[src/rtl/ifq_pkg.sv]
// Shared types for the instruction prefetch queue: FSM states, queue entry
// layout and the word-increment helper used for fetch/response PC tracking.
package ifq_pkg;

  localparam int XLEN       = 32;
  localparam int INST_BYTES = 4;

  typedef enum logic {
    FETCH = 1'b0,
    DRAIN = 1'b1
  } ifq_state_t;

  typedef struct packed {
    logic [XLEN-1:0] inst;
    logic [XLEN-1:0] pc_plus4;
  } ifq_entry_t;

  function automatic logic [XLEN-1:0] next_word(input logic [XLEN-1:0] pc);
    return pc + XLEN'(INST_BYTES);
  endfunction

endpackage

[src/rtl/ifq_fifo.sv]
// Circular buffer of DEPTH instruction entries with push/pop/clear.
// Pointers wrap naturally because DEPTH is a power of two.
module ifq_fifo
  import ifq_pkg::*;
#(
  parameter int DEPTH = 4
) (
  input  logic                       clk,
  input  logic                       rst,
  input  logic                       i_push,
  input  logic                       i_pop,
  input  logic                       i_clear,
  input  ifq_entry_t                 i_data,
  output ifq_entry_t                 o_head,
  output logic [$clog2(DEPTH):0]     o_count,
  output logic                       o_full,
  output logic                       o_empty
);

  localparam int PTR_W = $clog2(DEPTH);
  localparam int CNT_W = PTR_W + 1;

  ifq_entry_t       r_mem [DEPTH];
  logic [PTR_W-1:0] r_wr_ptr;
  logic [PTR_W-1:0] r_rd_ptr;
  logic [CNT_W-1:0] r_count;

  logic w_do_push;
  logic w_do_pop;

  assign o_empty   = (r_count == '0);
  assign o_full    = (r_count == CNT_W'(DEPTH));
  assign o_count   = r_count;
  assign o_head    = r_mem[r_rd_ptr];

  // A push into a full queue is fine when the head leaves in the same cycle.
  assign w_do_pop  = i_pop && !o_empty;
  assign w_do_push = i_push && (!o_full || w_do_pop);

  always_ff @(posedge clk) begin
    if (rst || i_clear) begin
      r_wr_ptr <= '0;
      r_rd_ptr <= '0;
      r_count  <= '0;
    end else begin
      if (w_do_push) r_wr_ptr <= r_wr_ptr + PTR_W'(1);
      if (w_do_pop)  r_rd_ptr <= r_rd_ptr + PTR_W'(1);
      case ({w_do_push, w_do_pop})
        2'b10:   r_count <= r_count + CNT_W'(1);
        2'b01:   r_count <= r_count - CNT_W'(1);
        default: r_count <= r_count;
      endcase
    end
  end

  always_ff @(posedge clk) begin
    if (w_do_push && !i_clear) r_mem[r_wr_ptr] <= i_data;
  end

endmodule

[src/rtl/ifetch_queue.sv]
// Instruction prefetch queue between imem and IF/ID with redirect flush.
// Optional macro IFQ_BYPASS_EN: forward a response straight to IF/ID when the queue is empty.
module ifetch_queue
  import ifq_pkg::*;
#(
  parameter int          DEPTH    = 4,
  parameter logic [31:0] RESET_PC = 32'h0000_0000
) (
  input  logic        clk,
  input  logic        rst,
  output logic        imem_req_valid,
  input  logic        imem_req_ready,
  output logic [31:0] imem_addr,
  input  logic        imem_rsp_valid,
  input  logic [31:0] imem_rsp_data,
  output logic        inst_valid,
  input  logic        inst_ready,
  output logic [31:0] inst_out,
  output logic [31:0] pc_plus4_out,
  input  logic        redirect,
  input  logic [31:0] redirect_pc
);

  localparam int CNT_W = $clog2(DEPTH) + 1;
  localparam int SUM_W = CNT_W + 1;

  ifq_state_t       r_state;
  logic [31:0]      r_fetch_pc;
  logic [31:0]      r_rsp_pc;
  logic [CNT_W-1:0] r_outstanding;
  logic [CNT_W-1:0] r_drop_cnt;

  ifq_state_t       w_state_nxt;
  logic [CNT_W-1:0] w_drop_nxt;
  logic [CNT_W-1:0] w_outst_after_rsp;
  logic [CNT_W-1:0] w_count;
  logic             w_full;
  logic             w_empty;
  ifq_entry_t       w_head;
  ifq_entry_t       w_push_data;
  logic [SUM_W-1:0] w_inflight;
  logic             w_credit;
  logic             w_req_fire;
  logic             w_rsp_live;
  logic             w_bypass;
  logic             w_push;
  logic             w_pop;

  // Credit: every issued request must have a guaranteed slot when it returns.
  assign w_inflight     = SUM_W'(w_count) + SUM_W'(r_outstanding);
  assign w_credit       = (w_inflight < SUM_W'(DEPTH));
  assign imem_req_valid = !rst && !redirect && w_credit;
  assign imem_addr      = r_fetch_pc;
  assign w_req_fire     = imem_req_valid && imem_req_ready;

  // A response is useful only in FETCH and only if no flush is happening now.
  assign w_rsp_live  = imem_rsp_valid && !rst && !redirect && (r_state == FETCH);
  assign w_push_data = '{inst: imem_rsp_data, pc_plus4: next_word(r_rsp_pc)};

`ifdef IFQ_BYPASS_EN
  assign w_bypass = w_rsp_live && w_empty;
`else
  assign w_bypass = 1'b0;
`endif

  assign w_push = w_rsp_live && !(w_bypass && inst_ready) && (!w_full || w_pop);
  assign w_pop  = inst_ready && !redirect && !w_empty;

  ifq_fifo #(
    .DEPTH(DEPTH)
  ) u_fifo (
    .clk    (clk),
    .rst    (rst),
    .i_push (w_push),
    .i_pop  (w_pop),
    .i_clear(redirect),
    .i_data (w_push_data),
    .o_head (w_head),
    .o_count(w_count),
    .o_full (w_full),
    .o_empty(w_empty)
  );

  always_comb begin
    if (w_bypass) begin
      inst_valid   = 1'b1;
      inst_out     = w_push_data.inst;
      pc_plus4_out = w_push_data.pc_plus4;
    end else begin
      inst_valid   = !w_empty;
      inst_out     = w_empty ? 32'h0 : w_head.inst;
      pc_plus4_out = w_empty ? 32'h0 : w_head.pc_plus4;
    end
  end

  // Fetch / response PC counters and outstanding request tracking.
  always_ff @(posedge clk) begin
    if (rst) begin
      r_fetch_pc    <= RESET_PC;
      r_rsp_pc      <= RESET_PC;
      r_outstanding <= '0;
    end else begin
      if (redirect) begin
        r_fetch_pc <= redirect_pc;
        r_rsp_pc   <= redirect_pc;
      end else begin
        if (w_req_fire) r_fetch_pc <= next_word(r_fetch_pc);
        if (w_rsp_live) r_rsp_pc   <= next_word(r_rsp_pc);
      end
      case ({w_req_fire, imem_rsp_valid})
        2'b10:   r_outstanding <= r_outstanding + CNT_W'(1);
        2'b01:   r_outstanding <= r_outstanding - CNT_W'(1);
        default: r_outstanding <= r_outstanding;
      endcase
    end
  end

  always_ff @(posedge clk) begin
    if (rst) begin
      r_state    <= FETCH;
      r_drop_cnt <= '0;
    end else begin
      r_state    <= w_state_nxt;
      r_drop_cnt <= w_drop_nxt;
    end
  end

  // Requests still in flight at a redirect return stale data and are dropped.
  always_comb begin
    w_state_nxt       = r_state;
    w_drop_nxt        = r_drop_cnt;
    w_outst_after_rsp = r_outstanding - CNT_W'(imem_rsp_valid);
    if (redirect) begin
      w_drop_nxt  = w_outst_after_rsp;
      w_state_nxt = (w_outst_after_rsp != '0) ? DRAIN : FETCH;
    end else if ((r_state == DRAIN) && imem_rsp_valid) begin
      w_drop_nxt = r_drop_cnt - CNT_W'(1);
      if (r_drop_cnt == CNT_W'(1)) w_state_nxt = FETCH;
    end
  end

endmodule

[config.mk]
export PLATFORM = sky130hd
export DESIGN_NAME = ifetch_queue
export DESIGN_NICKNAME = d
export VERILOG_FILES = /design/src/rtl/ifq_pkg.sv /design/src/rtl/ifq_fifo.sv /design/src/rtl/ifetch_queue.sv
export SDC_FILE = /design/constraint.sdc
export NUM_CORES = 1
export LEC_CHECK = 0
export ABC_AREA = 1
export ABC_CLOCK_PERIOD_IN_PS = 10050
export CORE_ASPECT_RATIO = 1.1
export CORE_MARGIN = 10
export CORE_UTILIZATION = 30
export DETAILED_ROUTE_END_ITERATION = 10
export GPL_TIMING_DRIVEN = 0
export PLACE_DENSITY = 0.53
export SYNTH_ARGS = -nofsm -noshare
export SYNTH_HDL_FRONTEND = slang
export SYNTH_SLANG_ARGS = --single-unit
[constraint.sdc]
create_clock -name clk -period 10.05 [get_ports clk]
set_input_delay 2.01 -clock clk [delete_from_list [all_inputs] [get_ports clk]]
set_output_delay 2.01 -clock clk [all_outputs]
set_load 0.01 [all_outputs]
==> impl_results.md, run 1 <==
- Status: complete, no violations
- WHS Path Cells: 2
- # Post-CTS Setup Buffers: 0
- DR vias/cell: 4.75
- Seq cells post-synth: 336
- Ranking of synthesized cells by area: edfxtp_1 (51%), dfxtp_1 (11%), nor2_1 (8.6%), o21ai_0 (6.2%), nand2_1 (5.7%)
- Site Rows: 86
- Post-Synth Simple-Gate Area: 19.0%
- CTS-repair resized insts: 0
- Residual DRC count: 0
- Post-route clock period utilization: 56.4%
- Worst setup SP type: input pin
- Synth top area share: 50.8%
- Post-Synth XOR/XNOR Area: 1.24%
- DR WL/cell: 18.3 um
- Largest net degree at the start of global routing: 28
- Remaining Overflow, GRT: 0
- Horizontal die dimension: 234 um
- Top_reg_cell synth: edfxtp_1
- CTS Buf Count: 38
- Vias in the first global route: 11691
- Count leader, synth: nor2_1
- Relative slew slack: 36.3%
- Detailed Route Iter0 Violations: 841
- Syn. warnings: 0
- Slew @ Worst Pin: 0.951 ns
- Synth Instances: 1583
- Die area: 59800 um2
- Critical path capture point type: primary output
- Via count: 11797
- Gr usage total: 14.9%
- Largest family of logic cells by synthesized area: simple AND/OR/NAND/NOR gates
- Synth Area in Adders: 1.42%
- First-pass GRT wire length: 69300 um
- Total power draw: 3.05 mW
- PD cells: 161 nW/um2
- CP required: 8.04 ns
- Path depth of the worst reg2reg path: 8
- Post-Synthesis Cell Area: 15100 um2
- Post-synth ARST share: 0%
- Worst min path class: flop to flop
- Layout area overhead: 25.1%
- # setup viols final: 0
- Compound-Gate Fraction of Synth Area: 12.4%
- F_max: 0.176 GHz
- Final max-slew violation count: 0
- Final setup skew: 0.0253 ns
- Commonest cells in the synthesized netlist: nor2_1 (345), edfxtp_1 (256), nand2_1 (228), o21ai_0 (186), a21oi_1 (144)
- Initial Utilization: 30.2%
- N_diodes: 0
- H-tree depth: 2
- Crit path time final: 5.67 ns
- Final nets: 1883
- Hold Startpoint: imem_addr[0]$_SDFFE_PP0P_
- Core area: 50000 um2
- Crit Path Class: input pin to primary output
- RSZ-0062 raised after global routing: no
- Clk pwr share: 41.5%
- Antenna Nets Post-Route: 0
- # IOs: 168
- Mux cell area share after synthesis: 0%
- Die height: 255 um
- Sw Ratio: 23.5%
- P_int: 2.34 mW
- Net switching power figure: 716 uW
- Seq/Total Area, Yosys: 61.4%
- Clk_lat worst skew: 0.56 ns
- Reg power frac: 51.2%
- Yosys top cell by area: edfxtp_1
- TritonCTS clock tree: done
- Max-Cap Viols: 0
- Clk sinks: 336
- Dpl hpwl: 32300 um
- Antenna violations before repair: 0
- Clk root buf: clkbuf_16
- Sum Neg Setup Slack: 0 ns
- Avg Inst Size Synth: 9.55 um2
- Critical Path AT: 3.66 ns
- DRT Pass-1 Iters: 5
- Syn_nets: 1669
- Hold slack: 0.466 ns
- Port-buffer cells: 166
- FF-to-FF Start: u_fifo.o_count[1]$_SDFFE_PP0P_
- LEAKAGE: 6.56 nW
- Worst VDD drop: 0.100 mV
- Layout cells sized above 1: 7.62%
- Post-synth cell types: 41
- Final Util: 37.8%
- Cts hold-fix bufs: 0
- Clock slew at reported path FFs: 0.06 ns
- WL final: 45300 um
- Setup crit start: redirect
- CTS Buffer Depth: 3
- Final GP Congestion: 0.887
- Fill cells: 4988
- Final hold violation count: 0
- Combinational Power Share: 7.3%
- Post-synth EDFFs: 256
- Worst Path Max Fanout: 5
[metrics by stage]
stage | cell area (um2) | cells | setup slack, ns
after floorplan | 15100 | 1583 | 4.25
after CTS | 18900 | 2484 | 4.36
after global placement | 17600 | 2409 | 1.02
after detailed placement | 17800 | 2417 | 4.37
final | 18900 | 2484 | 4.38
after global routing | 18900 | 2484 | 4.31
[state kept, by name, indices dropped and copies added (netlist names), named ones only]
name,count
imem_addr,32
r_drop_cnt,3
r_outstanding,3
r_rsp_pc,32
r_state,1
u_fifo.o_count,3
u_fifo.r_mem,256
u_fifo.r_rd_ptr,2
u_fifo.r_wr_ptr,2
[kinds of logic (layout without fill, tap and decap cells)]
group | count (synthesis) | after routing
AO/OA/AOI/OAI | 364 | 364
adder cells (fa/ha/maj) | 16 | 16
XOR/XNOR | 18 | 18
buffers and inverters | 165 | 406
AND/OR/NAND/NOR | 684 | 684
flip-flops | 336 | 336
[area by class of cell]
type | instances | area, um2 | area share (%)
well taps | 660 | 826 | 4.37
plain buffers | 72 | 339 | 1.79
inverters | 93 | 349 | 1.85
repair buffers | 174 | 1820 | 9.63
clock inverters | 16 | 91.3 | 0.483
clock buffers | 51 | 1020 | 5.39
flip-flops and latches | 336 | 9290 | 49.1
multi-input cells | 1082 | 5180 | 27.4
[final timing paths]
kind | to | slack (ns)
hold / removal | imem_addr[0]$_SDFFE_PP0P_ | 0.47
hold reg to reg | imem_addr[0]$_SDFFE_PP0P_ | 0.47
setup / recovery | imem_req_valid | 4.38
setup reg to reg | u_fifo.r_mem[2][22]$_DFFE_PP_ | 7.41
[per-layer routing]
layer / wire (um) / global-route usage (%) / up-vias
met5: 0 / 0 / -
li1: - / - / 5811
met4: 1110 / 4.86 / 0
met2: 21300 / 24.1 / 343
met3: 2870 / 3.06 / 68
met1: 20000 / 19.5 / 5575
[critical path, cell delays in order]
cell and delay (ns):
clkdlybuf4s50_1 0.57, nor2_4 0.18, nand2_2 0.07, nor2_4 0.23, clkdlybuf4s50_1 0.59
[layout by cell type, fill, tap and decap left out, types with 3 or more instances in the layout]
master | synthesis | routed
nor2_2 | 9 | 9
and2_1 | 3 | 3
inv_1 | 85 | 85
edfxtp_1 | 256 | 256
clkbuf_16 | 0 | 38
inv_2 | 7 | 7
o21ai_1 | 10 | 10
clkbuf_1 | 31 | 42
o21ai_0 | 186 | 186
buf_2 | 22 | 22
buf_12 | 0 | 8
clkinv_2 | 0 | 7
nor2_1 | 345 | 341
nand3_1 | 53 | 53
nor2_4 | 11 | 15
nand4_1 | 6 | 6
buf_6 | 4 | 4
buf_1 | 12 | 12
or2_2 | 3 | 3
nand2_4 | 3 | 3
buf_4 | 3 | 3
nand2_2 | 7 | 7
dfxtp_1 | 80 | 80
xor2_1 | 11 | 11
nand3b_1 | 11 | 11
o21bai_1 | 4 | 4
xor2_2 | 4 | 4
clkdlybuf4s50_1 | 0 | 166
a21oi_1 | 144 | 144
a31oi_1 | 13 | 13
ha_1 | 14 | 14
clkinv_1 | 1 | 7
nand2_1 | 228 | 228
xnor2_1 | 3 | 3
[power by group through the flow]
| stage | clock [mW] | combinational (mW) | sequential (mW) |
|---|---|---|---|
| after floorplan | 0 | 0.109 | 1.59 |
| after global placement | 0 | 0.217 | 1.59 |
| after detailed placement | 0 | 0.223 | 1.59 |
| after CTS | 1.30 | 0.225 | 1.56 |
| after global routing | 1.36 | 0.247 | 1.57 |
| final | 1.27 | 0.223 | 1.56 |
No activity file was read; power rests on OpenSTA's default activity.
==> run 2, diff against run 1 <==
--- a/config.mk
+++ b/config.mk
@@ -6,7 +6,7 @@
 export NUM_CORES = 1
 export LEC_CHECK = 0
 export ABC_AREA = 1
-export ABC_CLOCK_PERIOD_IN_PS = 10050
+export ABC_CLOCK_PERIOD_IN_PS = 5290
 export CORE_ASPECT_RATIO = 1.1
 export CORE_MARGIN = 10
 export CORE_UTILIZATION = 30
==> constraint.sdc (replaced) <==
create_clock -name clk -period 5.29 [get_ports clk]
set_input_delay 1.058 -clock clk [delete_from_list [all_inputs] [get_ports clk]]
set_output_delay 1.058 -clock clk [all_outputs]
set_load 0.01 [all_outputs]
==> results of run 2 <==
Same layout as run 1 (identical final DEF). Status: complete, no violations.
Among the figures that moved: setup slack after placement 4.37 ns -> 1.22 ns; setup slack after layout 4.38 ns -> 1.26 ns; end point of the critical path imem_req_valid -> pc_plus4_out[13]; register-to-register setup slack 7.41 ns -> 2.65 ns; total power 3.05 mW -> 5.80 mW; worst IR drop on VDD 0.100 mV -> 0.191 mV
==> run 3, diff against run 2 <==
--- a/config.mk
+++ b/config.mk
@@ -6,7 +6,7 @@
 export NUM_CORES = 1
 export LEC_CHECK = 0
 export ABC_AREA = 1
-export ABC_CLOCK_PERIOD_IN_PS = 5290
+export ABC_CLOCK_PERIOD_IN_PS = 4000
 export CORE_ASPECT_RATIO = 1.1
 export CORE_MARGIN = 10
 export CORE_UTILIZATION = 30
==> constraint.sdc (replaced) <==
create_clock -name clk -period 4 [get_ports clk]
set_input_delay 0.8 -clock clk [delete_from_list [all_inputs] [get_ports clk]]
set_output_delay 0.8 -clock clk [all_outputs]
set_load 0.01 [all_outputs]
==> run 3 against run 2 <==
Net effect:
- via count increased by 0.16%
- setup slack got worse by 1.0 ns
- largest power group unchanged
- highest routed layer unchanged
- global-route usage unchanged
- largest cell class unchanged
- first-iteration DRC count decreased by 1.8%
==> impl_results.md, run 3 (synthesis gave the netlist of run 1 again) <==
- Max-Cap Viols: 0 (unchanged)
- Setup slack, reg-to-reg: 1.37 ns
- N_diodes: 0 (unchanged)
- Via count: 11816 (+0.16%)
- Net switching power figure: 1.80 mW
- Reg power frac: 51.2% (about the same)
- Sequential cell area: 9290 um2 (unchanged)
- Crit Path Class: flop to primary output
- Layout area overhead: 25.1% (about the same)
- Clk root buf: clkbuf_16
- Initial Utilization: 30.2% (unchanged)
- Worst Path Max Fanout: 10
- CP required: 3.20 ns
- Clock slew at reported path FFs: 0.06 ns (about the same)
- Final WS setup: 0.216 ns
- Hold Startpoint: imem_addr[0]$_SDFFE_PP0P_
- Worst setup SP type: flop
- Final max-slew violation count: 0 (unchanged)
- End of the critical path: pc_plus4_out[13]
- DRT Pass-1 Iters: 5 (unchanged)
- Biggest register: u_fifo.r_mem
- Final setup skew: 0.0233 ns (-0.00197 ns)
- Port-buffer cells: 166 (unchanged)
- Dpl hpwl: 32300 um (unchanged)
- First-pass GRT wire length: 69300 um (unchanged)
- CP max-delay cell: clkdlybuf4s50_1
- PD cells: 405 nW/um2
- Final nets: 1883 (unchanged)
- Final hold violation count: 0 (unchanged)
- Final GP Congestion: 0.887 (unchanged)
- Status: complete, no violations
- Layout cells sized above 1: 7.68% (+0.055 points)
- CTS Buffer Depth: 3 (unchanged)
- F_max: 0.264 GHz
- Fill cells: 4987 (-0.020%)
- Most frequent cells in the layout: nor2_1 (341), edfxtp_1 (256), nand2_1 (228)
- Core area: 50000 um2 (unchanged)
- Sum Neg Setup Slack: 0 ns (unchanged)
- Horizontal die dimension: 234 um (unchanged)
- Sw Ratio: 23.5%
- Die area: 59800 um2 (unchanged)
- Clk pwr share: 41.5% (about the same)
- Slew @ Worst Pin: 0.969 ns (+0.0177 ns)
- Path depth of the worst reg2reg path: 8 (unchanged)
- Gr usage total: 14.9% (unchanged)
- # setup viols final: 0 (unchanged)
- Die height: 255 um (unchanged)
- Crit path time final: 3.78 ns
- Worst min path class: flop to flop
- Largest net degree at the start of global routing: 28 (unchanged)
- Most common cell after layout, fill and taps aside: nor2_1
- Multi-input gate area: 5180 um2 (unchanged)
- Relative slew slack: 35.2% (-1.2 points)
- Critical path capture point type: primary output
- # Post-CTS Setup Buffers: 0 (unchanged)
- H-tree depth: 2 (unchanged)
- Clk_lat worst skew: 0.56 ns (about the same)
- Worst VDD drop: 0.252 mV
- Residual DRC count: 0 (unchanged)
- Max incr delay on CP: 0.66 ns
- Antenna violations before repair: 0 (unchanged)
- WL final: 45300 um (about the same)
- DR WL/cell: 18.2 um (about the same)
- Post-route clock period utilization: 94.6%
- Vias in the first global route: 11691 (unchanged)
- Final Util: 37.8% (about the same)
- Antenna Nets Post-Route: 0 (unchanged)
- # IOs: 168 (unchanged)
- Remaining Overflow, GRT: 0 (unchanged)
- FF-to-FF Start: u_fifo.o_count[1]$_SDFFE_PP0P_
- Worst slack, placed: 0.191 ns
- LEAKAGE: 6.56 nW (about the same)
- DR vias/cell: 4.76 (+0.16%)
- Detailed Route Iter0 Violations: 826 (-1.8%)
- Site Rows: 86 (unchanged)
- Critical Path AT: 2.98 ns
- RSZ-0062 raised after global routing: no
- Crit-path cells: inv_2 -> buf_1 -> clkbuf_1 -> o21ai_0 -> a21oi_1 -> clkdlybuf4s50_1
- Combinational Power Share: 7.3% (about the same)
- CTS Buf Count: 38 (unchanged)
- Max reg flops: 256 (unchanged)
- Clk sinks: 336 (unchanged)
- TritonCTS clock tree: done
- R2R Path End: u_fifo.r_mem[2][22]$_DFFE_PP_
- P_int: 5.87 mW
run 3: cell types whose count changed in the layout (fill, tap and decap cells not counted), sizes merged:
cell,change
buf,+1
clkbuf,-1
run 3: worst min path at each step:
stage | end | depth (start not counted) | slack, ns
2_1_floorplan | flop | 2 | 0.44
3_3_place_gp | imem_addr[1]$_SDFFE_PP0P_ | 2 | 0.45
6_report | imem_addr[0]$_SDFFE_PP0P_ | 2 | 0.47
3_5_place_dp | imem_addr[0]$_SDFFE_PP0P_ | 2 | 0.46
4_1_cts | r_drop_cnt[1]$_SDFFE_PP0P_ | 2 | 0.45
5_1_grt | r_drop_cnt[1]$_SDFFE_PP0P_ | 2 | 0.47
run 3: layout make-up:
class	count	area share (%)
multi-input combinational	1082	27.4
sequential	336	49.1
inverter	93	1.85
tap	660	4.37
buffer	72	1.80
timing repair buffer	174	9.63
clock buffer	51	5.39
clock inverter	16	0.483
run 3: power groups by stage:
stage                     logic [mW]  registers, mW  clock network (mW)
after floorplan                0.274           3.99                   0
after global placement         0.546           4.00                   0
after detailed placement       0.561           4.00                   0
after CTS                      0.565           3.92                3.27
after global routing           0.621           3.94                3.41
final                          0.560           3.93                3.18
run 3: repair_timing:
| item | 4_1_cts | 5_1_grt |
|---|---|---|
| resized for setup | 0 | 3 |
| endpoints found under the setup margin | 0 | 1 |
| hold buffers | 0 | 0 |
run 3: critical path, delay by kind of cell, from the launching register on:
| kind | cells | cell delay, ns |
|---|---|---|
| flops | 1 | 0.35 |
| buf+inv | 4 | 1.62 |
| compound gates | 2 | 0.44 |
run 3: metal layers:
layer	share of wire, %	GRT usage (%)	wire (um)	vias to the layer above
met4	2.5	4.86	1150	0
met5	0	0	0	-
met1	44	19.5	20000	5609
met3	6.2	3.06	2790	67
li1	-	-	-	5806
met2	47	24.1	21400	334
run 3: metrics by stage:
stage / hold WS [ns] / power [mW] / instances / cell area, um2
6_report: 0.466 / 7.67 / 2484 / 18900
5_1_grt: 0.468 / 7.97 / 2484 / 18900
4_1_cts: 0.445 / 7.76 / 2484 / 18900
3_5_place_dp: 0.457 / 4.56 / 2417 / 17800
3_3_place_gp: 0.445 / 4.55 / 2409 / 17600
2_1_floorplan: 0.436 / 4.26 / 1583 / 15100
